--- config.mk ---
export PLATFORM = sky130hd
export DESIGN_NAME = avg_fifo
export DESIGN_NICKNAME = d
export VERILOG_FILES = /design/src/rtl/avg_fifo.sv
export SDC_FILE = /design/constraint.sdc
export NUM_CORES = 1
export LEC_CHECK = 0
export BUFFER_PORTS_ARGS = -buffer_cell sky130_fd_sc_hd__buf_2
export CAP_MARGIN = 25
export CORE_MARGIN = 8
export CORE_UTILIZATION = 30
export DETAILED_ROUTE_END_ITERATION = 7
export SLEW_MARGIN = 15
export SYNTH_ARGS = -nofsm -noshare
export SYNTH_HDL_FRONTEND = slang
export SYNTH_SLANG_ARGS = --single-unit
--- constraint.sdc ---
create_clock -name clk -period 5.94 [get_ports clk]
set_clock_uncertainty 0.15 [all_clocks]
set_input_delay 1.485 -clock clk [delete_from_list [all_inputs] [get_ports clk]]
set_output_delay 1.485 -clock clk [all_outputs]
set_load 0.02 [all_outputs]
--- src/rtl/avg_fifo.sv ---
// avg_fifo: buffers 10-bit accumulated sums from the 4-sample accumulator in a
// DEPTH-entry FIFO and presents the per-sample average (sum / 4) as an 8-bit
// value on a second valid/ready handshake.
//
// Build option: define AVG_FIFO_ROUND_EN for round-half-up averaging with
// saturation to 255; leave it undefined for plain truncation.
//
// Neither ready_a nor valid_b has a combinational path from the handshake
// inputs. Both depend only on the registered level, so a full FIFO never
// writes through in the same cycle that it is read.

module avg_fifo #(
    parameter int DEPTH = 4
) (
    input  logic                     clk,
    input  logic                     rst_n,
    input  logic                     valid_a,
    input  logic [9:0]               data_in,
    output logic                     ready_a,
    output logic                     valid_b,
    input  logic                     ready_b,
    output logic [7:0]               data_out,
    output logic [$clog2(DEPTH):0]   level
);

    localparam int AW = $clog2(DEPTH);
    localparam int LW = AW + 1;

    // Storage and bookkeeping state.
    logic [9:0]    r_mem [DEPTH];
    logic [AW-1:0] r_wr_ptr;
    logic [AW-1:0] r_rd_ptr;
    logic [LW-1:0] r_level;

    logic          w_wr_en;
    logic          w_rd_en;
    logic [9:0]    w_head;

    // Handshake flags come only from registered state.
    assign ready_a = (r_level != LW'(DEPTH));
    assign valid_b = (r_level != '0);
    assign level   = r_level;

    assign w_wr_en = valid_a & ready_a;
    assign w_rd_en = valid_b & ready_b;

    // The head entry is read straight from the array. It therefore stays stable
    // while the consumer stalls, and a new write never bypasses onto data_out.
    assign w_head  = r_mem[r_rd_ptr];

`ifdef AVG_FIFO_ROUND_EN
    logic [10:0] w_rounded;
    logic [8:0]  w_quot;

    // Round half up: add half of the divisor, then divide by 4 and clamp to 8 bits.
    assign w_rounded = {1'b0, w_head} + 11'd2;
    assign w_quot    = 9'(w_rounded >> 2);
    assign data_out  = (w_quot > 9'd255) ? 8'hFF : w_quot[7:0];
`else
    // Truncating divide by 4. A 10-bit sum shifted right by two always fits in 8 bits.
    assign data_out  = 8'(w_head >> 2);
`endif

    // Capture an accepted sum into the slot at the write pointer.
    // NOTE: the storage array has no reset. Its contents are don't-care while
    // level is 0, and leaving them unreset lets the array map onto plain flops or RAM.
    always_ff @(posedge clk) begin
        if (w_wr_en) begin
            r_mem[r_wr_ptr] <= data_in;
        end
    end

    // Advance the pointers on each accepted transfer. They wrap modulo DEPTH
    // because DEPTH is a power of two.
    // NOTE: sequential state uses non-blocking assignments, so every register
    // updates from the values that held before the edge.
    always_ff @(posedge clk or negedge rst_n) begin
        if (!rst_n) begin
            r_wr_ptr <= '0;
            r_rd_ptr <= '0;
        end else begin
            if (w_wr_en) begin
                r_wr_ptr <= r_wr_ptr + AW'(1);
            end
            if (w_rd_en) begin
                r_rd_ptr <= r_rd_ptr + AW'(1);
            end
        end
    end

    // Track occupancy. A simultaneous read and write leaves it unchanged.
    always_ff @(posedge clk or negedge rst_n) begin
        if (!rst_n) begin
            r_level <= '0;
        end else begin
            case ({w_wr_en, w_rd_en})
                2'b10:   r_level <= r_level + LW'(1);
                2'b01:   r_level <= r_level - LW'(1);
                default: r_level <= r_level;
            endcase
        end
    end

endmodule

# == After elaboration in Yosys (flattened, before gate mapping) ==
# Memory sizes are Yosys's and may differ from the RTL's.
# Cells that the tools add are included.
# W data, S select, Z words.
# totals
ff_bits,7
latch_bits,0
ram_bits,40
romBits,0
input_bits,14
out_inout_bits,13
elab_cells,18
memories,1
# classes
n_addsub,4
n_mul,0
div,0
order_cmp,0
n_eq_ne,3
n_shift,0
n_mux,3
bitwise,2
n_reduce_logical,2
# memory_table
memory,depth,width,read_ports,rd_clocked_by_memory_dff,write_ports,line,rtl
r_mem,4,10,1,0,1,30,logic [9:0] r_mem [DEPTH];
# op_table
op,n
$pmux W3 S2,1
$add A2 B1 Y2 const B,2
$add A3 B1 Y3 const B,1
$ne A3 B3 Y1 const B,1
$reduce_bool A3 Y1,1
$sub A3 B1 Y3 const B,1
$and A1 B1 Y1,2
$eq A2 B1 Y1 const B,1
$eq A2 B2 Y1 const B,1
$mux W1,2
$reduce_bool A2 Y1,1

# == Depth between registers and ports, before layout ==
# Gate-level depths: netlist of the first run.
# logic_depth
word_depth,4
mapped_depth,9
ltp_nobuf,9

# == Least setup slack after synthesis of the first run ==
# OpenSTA, ideal clock, no wires.
# synth_path
path_kind,input -> register
start,input port valid_a
end,"register r_level[2], in the netlist level[2]"
setup_time_ns,0.080
arrival_time_ns,2.621
required_time_ns,5.710
slack_ns,3.089
stages,8
path_buffers,0
cell_sequence,and2_4 inv_1 ha_1 inv_1 fa_1 xor2_1 nor2_1 xor2_1
# synth_via
elab_chain_cells,3
elab_cells_between_ends,5
cone_classes,2 x eq/ne; 1 x mux; 1 x bitwise; 1 x reduce/logical
# synth_lines
element,line,rtl
"start, declared",17,"input logic valid_a,"
$and A1 B1 Y1 (*),44,assign w_wr_en = valid_a & ready_a;
$eq A2 B1 Y1 / $eq A2 B2 Y1 (equally long branches),96,"case ({w_wr_en, w_rd_en})"
$pmux W3 S2 / $reduce_bool A2 Y1 (equally long branches),--,
"end signal, assigned",97,2'b10: r_level <= r_level + LW'(1);
"end signal, assigned",98,2'b01: r_level <= r_level - LW'(1);
"end signal, assigned",99,default: r_level <= r_level;
"end, declared",33,logic [LW-1:0] r_level;
# Mark *: on every way between the ends. The rest lies on a longest branch, timed or not.
# A chain may end at the register's enable or synchronous reset.

# == Worst setup path in the final report of the first run ==
# layout_path
start,register r_rd_ptr[0]
end,output port data_out[7]
# layout_via
elab_chain_cells,1
# layout_lines
element,line,rtl
"start, declared",32,logic [AW-1:0] r_rd_ptr;
"start signal, assigned",86,r_rd_ptr <= r_rd_ptr + AW'(1);
$mem_v2 Z4 W10,--,
"end, declared",22,"output logic [7:0] data_out,"
# Every way passes these cells.

==> impl_metrics.json, run 1 <==
{
  "outcome": "completed",
  "min_period_over_period_pct": 57.5,
  "power_density_nw_per_um2": 534,
  "internal_power_mw": 0.693,
  "tritoncts": "built",
  "fin_nets": 128,
  "mappedNetlistNets": 99,
  "fmax_mhz": 293,
  "fin_total_pwr_mw": 1.02,
  "p_clk_share_pct": 24.8,
  "required_ns": 4.30,
  "synth_top_cell_by_area": "edfxtp_1",
  "p_comb_share_pct": 32.8,
  "synthTopCellsByArea": "edfxtp_1 61%, mux4_2 11%, dfrtp_1 11%",
  "coreArea_um2": 5110,
  "setup_tns_ns": 0,
  "p_leak_nw": 0.729,
  "yosysWarnings": 0,
  "ctsResizeCount": 0,
  "seqCellArea_um2": 1140,
  "vias": 790,
  "overflow": 0,
  "synthToLayoutAreaGrowth_pct": 20.9,
  "final.setup.worst_slack_ns": 2.53,
  "synthCells": 79,
  "drv_slew": 0,
  "cts_htree_levels": 2,
  "grt_first_pass_wirelength_mm": 4.37,
  "drive_gt1_share_pct": 44.0,
  "dieWidth_um": 88.6,
  "port_buffers": 24,
  "die_area_um2": 7860,
  "synth_cell_types": 19,
  "clockBufferDepth": 2,
  "hpwlAfterDp_mm": 1.96,
  "setup_violations": 0,
  "cp.arrival_ns": 1.78,
  "syn_area_um2": 1580,
  "final.min_clock_period_ns": 3.41,
  "pwr-share-seq_pct": 42.4,
  "n_antenna_cell": 0,
  "path_class": "reg2out",
  "use_met3_pct": 3.34,
  "grt_max_degree": 13,
  "worstPathMaxFanout": 10,
  "cts_buffers": 5,
  "ys_seq_elements": 39,
  "ir_worst_vdd_uv": 263,
  "tightest_slew_ns": 0.609,
  "grt_use_met2_pct": 12.1,
  "hold_class": "reg2reg",
  "drt-total-wl_mm": 2.74,
  "worstPathCellList": "mux4_2, buf_2",
  "cp-start-kind": "register",
  "postCtsSetupRepairBufs": 0,
  "wl_per_cell_um": 15.3,
  "seq_area_frac_synth_pct": 71.8,
  "numClockSinks": 39,
  "drt_iter0_drc": 73,
  "drt_pre_antenna_iters": 4,
  "use_met1_pct": 9.05,
  "start_util_pct": 31.0,
  "p_sw_mw": 0.329,
  "grt_pass1_vias": 894,
  "post-place-ws_ns": 2.78,
  "io_pins": 27,
  "critPathMaxStageDelay_ns": 0.73,
  "die_y_um": 88.6,
  "crit_path_end_kind": "output pin",
  "grt_busiest_layer": "met2",
  "num_rows": 26,
  "syn_area_per_cell_um2": 20.0,
  "timing.slew.headroom_pct": 59.4,
  "layout_common_cells": "32 x edfxtp_1, 24 x buf_2, 8 x mux4_2",
  "p_sw_share_pct": 32.2,
  "synth_top_cell_area_share_pct": 60.7,
  "gp_congestion": 0.600,
  "design_area_um2": 1910,
  "nFillCells": 489,
  "root_buffer": "clkbuf_8",
  "viasPerCell": 4.41,
  "hold_viol": 0,
  "final_common_cell": "edfxtp_1",
  "ctsHoldBuffers": 0,
  "cp_slowest_cell": "dfrtp_1",
  "antenna_found_initial": 0,
  "maxCapViolCount": 0,
  "final_antenna_net_count": 0,
  "multi_input_area_um2": 415,
  "insertion_delay_ns": 0.28,
  "drc_errors": 0,
  "dpl-instance-area_um2": 1780,
  "rsz0062_at_grt": "no",
  "grtUsageTotal_pct": 7.79,
  "cts.clk_slew.worst_paths_ns": 0.07
}
[registers in the layout, indices dropped and copies added (netlist names)]
register,cells
r_wr_ptr,2
level,3
r_mem,32
r_rd_ptr,2
[cells by family (layout without fill, tap and decap cells)]
family	count (synthesis)	count (layout)	share of synthesized area, %
AND/OR/NAND/NOR	9	9	4.11
XOR/XNOR	6	6	3.32
buffers and inverters	8	38	1.98
flip-flops	39	39	71.8
adder cells (fa/ha/maj)	6	6	5.22
AO/OA/AOI/OAI	1	1	0.632
multiplexers	10	10	13.0
[worst max-delay path: cells and delay by family, from the launching register on]
| kind | cells | cell delay, ns |
|---|---|---|
| buffers and inverters | 1 | 0.18 |
| flip-flops | 1 | 0.73 |
| multiplexers | 1 | 0.59 |
[worst paths after layout]
kind	cells after the start	slack (ns)	startpoint	endpoint
max	2	2.53	r_rd_ptr[0]$_DFFE_PN0P_	data_out[7]
min	1	0.38	level[2]$_DFFE_PN0P_	level[2]$_DFFE_PN0P_
max reg2reg	9	3.52	level[0]$_DFFE_PN0P_	level[2]$_DFFE_PN0P_
min reg2reg	1	0.38	level[2]$_DFFE_PN0P_	level[2]$_DFFE_PN0P_
max in group asynchronous	1	4.60	rst_n	r_rd_ptr[1]$_DFFE_PN0P_
min in group asynchronous	1	0.88	rst_n	r_rd_ptr[0]$_DFFE_PN0P_
[cell type report]
| class | count | share of cell area [%] |
|---|---|---|
| clock inverters | 2 | 3.14 |
| flip-flops and latches | 39 | 59.3 |
| well taps | 70 | 4.58 |
| multi-input cells | 32 | 21.7 |
| inverters | 6 | 1.18 |
| repair buffers | 24 | 6.27 |
| clock buffers | 6 | 3.79 |
[Yosys cell counts]
cell type	instances
xnor2_1	3
edfxtp_1	32
mux2_4	1
nand2_1	1
mux2i_1	1
dfrtp_1	7
buf_1	1
nor2_1	1
and3_2	4
xor2_1	3
inv_1	6
mux4_2	8
or3b_4	1
and2_4	1
ha_1	5
buf_2	1
fa_1	1
o31a_2	1
or3_2	1
[per-stage QoR]
| step | utilization, % | hold WS, ns | instances |
|---|---|---|---|
| 2_1_floorplan | - | 0.385 | 79 |
| 3_3_place_gp | 34.9 | 0.361 | 171 |
| 3_5_place_dp | 34.9 | 0.384 | 171 |
| 4_1_cts | 37.5 | 0.392 | 179 |
| 5_1_grt | 37.5 | 0.441 | 179 |
| 6_report | 37.5 | 0.384 | 179 |
[layer usage]
layer  vias to the layer above  wire length, um  share of wire [%]
met5                         -                0                  0
met4                         0               45                1.6
met3                         8              188                6.9
met2                        27             1290                 47
met1                       401             1220                 45
li1                        354                -                  -
[power groups by stage]
stage               Sequential [mW]  Clock [mW]  Combinational [mW]
floorplan                     0.413           0               0.259
global placement              0.435           0               0.329
detailed placement            0.443           0               0.342
CTS                           0.438       0.259               0.344
global route                  0.446       0.271               0.367
finish                        0.434       0.253               0.335
Note: power is estimated with default switching activity, not from simulation.
==> run 2: changes to the inputs <==
ABC_AREA = 1   (was default)
clock period = 3.23 ns   (was 5.94 ns; I/O delays follow)
==> run 2 against run 1 <==
Net effect: non-clock buffer count increased by 1; clock power increased by 20%; routed wire length rose by 6.5%; register-to-register slack lost 2.2 ns; critical path type unchanged; flip-flop and latch count did not move.
==> impl_metrics.json, run 2 <==
{
  "root_buffer": "clkbuf_8",
  "drv_slew": 0,
  "n_antenna_cell": 0,
  "grt_pass1_vias": 1037,
  "coreArea_um2": 5540,
  "final_core_util_pct": 36.0,
  "synth_cell_types": 18,
  "setup_violations": 0,
  "synthToLayoutAreaGrowth_pct": 14.7,
  "outcome": "completed",
  "drive_gt1_share_pct": 21.0,
  "clockBufferDepth": 2,
  "synthFlopType": "edfxtp_1",
  "fmax_mhz": 393,
  "drc_errors": 0,
  "die_area_um2": 8490,
  "gp_congestion": 0.720,
  "fin_worst_hold_slack_ns": 0.195,
  "synthTopCellsByArea": "edfxtp_1 55%, dfrtp_1 10%, nand2_1 8.6%",
  "cp.arrival_ns": 1.59,
  "num_rows": 27,
  "insertion_delay_ns": 0.29,
  "dieWidth_um": 92.1,
  "antenna_found_initial": 0,
  "power_density_nw_per_um2": 899,
  "synth_commonest_cells": "40 x nand2_1, 32 x edfxtp_1, 28 x inv_1",
  "grt_max_degree": 34,
  "final_common_cell": "nand2_1",
  "io_pins": 27,
  "layout.cells.non_filler": 253,
  "p_comb_share_pct": 41.3,
  "crit_path_end_kind": "output pin",
  "final.min_clock_period_ns": 2.55,
  "ys_seq_elements": 39,
  "drt-total-wl_mm": 2.92,
  "fin_nets": 200,
  "dpl-instance-area_um2": 1910,
  "numClockSinks": 39,
  "postCtsSetupRepairBufs": 0,
  "reg2reg_depth": 10,
  "drt_pre_antenna_iters": 4,
  "start_util_pct": 31.4,
  "syn_area_per_cell_um2": 11.4,
  "syn_area_um2": 1740,
  "hold_viol": 0,
  "ir_worst_vdd_uv": 395,
  "hold_class": "in2async",
  "final_antenna_net_count": 0,
  "synthCells": 152,
  "overflow": 0,
  "cp-start-kind": "register",
  "maxCapViolCount": 0,
  "viasPerCell": 4.22,
  "ctsHoldBuffers": 0,
  "worstSetupEndpoint": "data_out[3]",
  "required_ns": 2.27,
  "p_sw_share_pct": 40.5,
  "setup_tns_ns": 0,
  "worstReg2RegEnd": "level[2]$_DFFE_PN0P_",
  "grt_first_pass_wirelength_mm": 4.91,
  "place_inst": 245,
  "min_period_over_period_pct": 78.8,
  "tritoncts": "built",
  "p_leak_nw": 0.881,
  "p_sw_mw": 0.725,
  "wl_per_cell_um": 11.5,
  "synth-edff-count": 32,
  "largest_register": "r_mem",
  "cts_htree_levels": 2,
  "mappedNetlistNets": 172,
  "worstPathMaxFanout": 33,
  "yosysWarnings": 0,
  "pwr-share-seq_pct": 41.8,
  "yosysMostFrequentCell": "nand2_1",
  "seq_area_frac_synth_pct": 65.3,
  "synth_top_cell_area_share_pct": 55.3,
  "r2r_setup_slack_ns": 1.30,
  "drt_iter0_drc": 55,
  "nFillCells": 557,
  "regToRegStartpoint": "level[1]$_DFFE_PN0P_",
  "fin_total_pwr_mw": 1.79,
  "grtUsageTotal_pct": 7.54,
  "final.setup.worst_slack_ns": 0.683,
  "largest_register_ffs": 32,
  "synth_top_cell_by_area": "edfxtp_1",
  "hpwlAfterDp_mm": 2.09,
  "rsz0062_at_grt": "no",
  "port_buffers": 24,
  "cts.clk_slew.worst_paths_ns": 0.07,
  "tightest_slew_ns": 0.816,
  "vias": 1067,
  "p_clk_share_pct": 16.9,
  "synth-async-reset-ratio_pct": 17.9,
  "layout_common_cells": "40 x nand2_1, 32 x edfxtp_1, 28 x inv_1",
  "timing.slew.headroom_pct": 45.4,
  "design_area_um2": 1990,
  "die_y_um": 92.1,
  "ctsResizeCount": 0,
  "post-place-ws_ns": 0.982,
  "internal_power_mw": 1.07,
  "path_class": "reg2out",
  "cts_buffers": 5,
  "crit_path_start": "r_rd_ptr[0]$_DFFE_PN0P_"
}
-- run 2: cell count changes after synthesis, moves of 4 or more --
cell / previous run / this run
nand3_1: 0 / 5
inv_1: 6 / 28
nand2_1: 1 / 40
and3_2: 4 / 0
o211ai_1: 0 / 16
inv_2: 0 / 4
mux4_2: 8 / 0
-- run 2: logic make-up after synthesis --
logic type / count (synthesis) / share of synthesized area (%)
buf+inv: 36 / 9.42
compound gates: 17 / 7.19
xor+xnor: 1 / 0.504
fa+ha+maj: 6 / 4.75
flops: 39 / 65.3
simple gates: 53 / 12.8
-- run 2: critical path: stages, from the launching register on --
cell,delay (ns)
dfrtp_1,0.41
inv_2,0.38
nand2_1,0.12
o211ai_1,0.12
nand2_1,0.10
buf_2,0.17
-- run 2: worst min path at each step --
stage	startpoint	slack, ns	end
finish	rst_n	0.19	level[0]$_DFFE_PN0P_
global route	rst_n	0.19	r_rd_ptr[1]$_DFFE_PN0P_
CTS	rst_n	0.20	level[1]$_DFFE_PN0P_
detailed placement	level[0]$_DFFE_PN0P_	0.35	level[0]$_DFFE_PN0P_
global placement	level[0]$_DFFE_PN0P_	0.35	level[0]$_DFFE_PN0P_
floorplan	r_rd_ptr[0]$_DFFE_PN0P_	0.33	r_rd_ptr[0]$_DFFE_PN0P_
-- run 2: layout make-up --
type / instances / area (um^2) / area share (%)
flip-flops and latches: 39 / 1140 / 57.0
multi-input cells: 77 / 439 / 22.0
repair buffers: 25 / 128 / 6.40
inverters: 32 / 120 / 6.02
well taps: 72 / 90.1 / 4.52
clock buffers: 7 / 76.3 / 3.83
clock inverters: 1 / 5.00 / 0.251
-- run 2: power groups by stage --
| stage | registers (mW) | logic, mW | clock network (mW) |
|---|---|---|---|
| final | 0.750 | 0.740 | 0.303 |
| after global routing | 0.761 | 0.840 | 0.337 |
| after CTS | 0.752 | 0.757 | 0.314 |
| after detailed placement | 0.762 | 0.755 | 0 |
| after global placement | 0.761 | 0.743 | 0 |
| after floorplan | 0.757 | 0.573 | 0 |
-- run 2: metal layers --
layer  track usage (%)  wire length [um]
met5                 0                 0
met4              5.23                84
met3              1.71                70
met2              13.6              1610
met1              7.48              1160
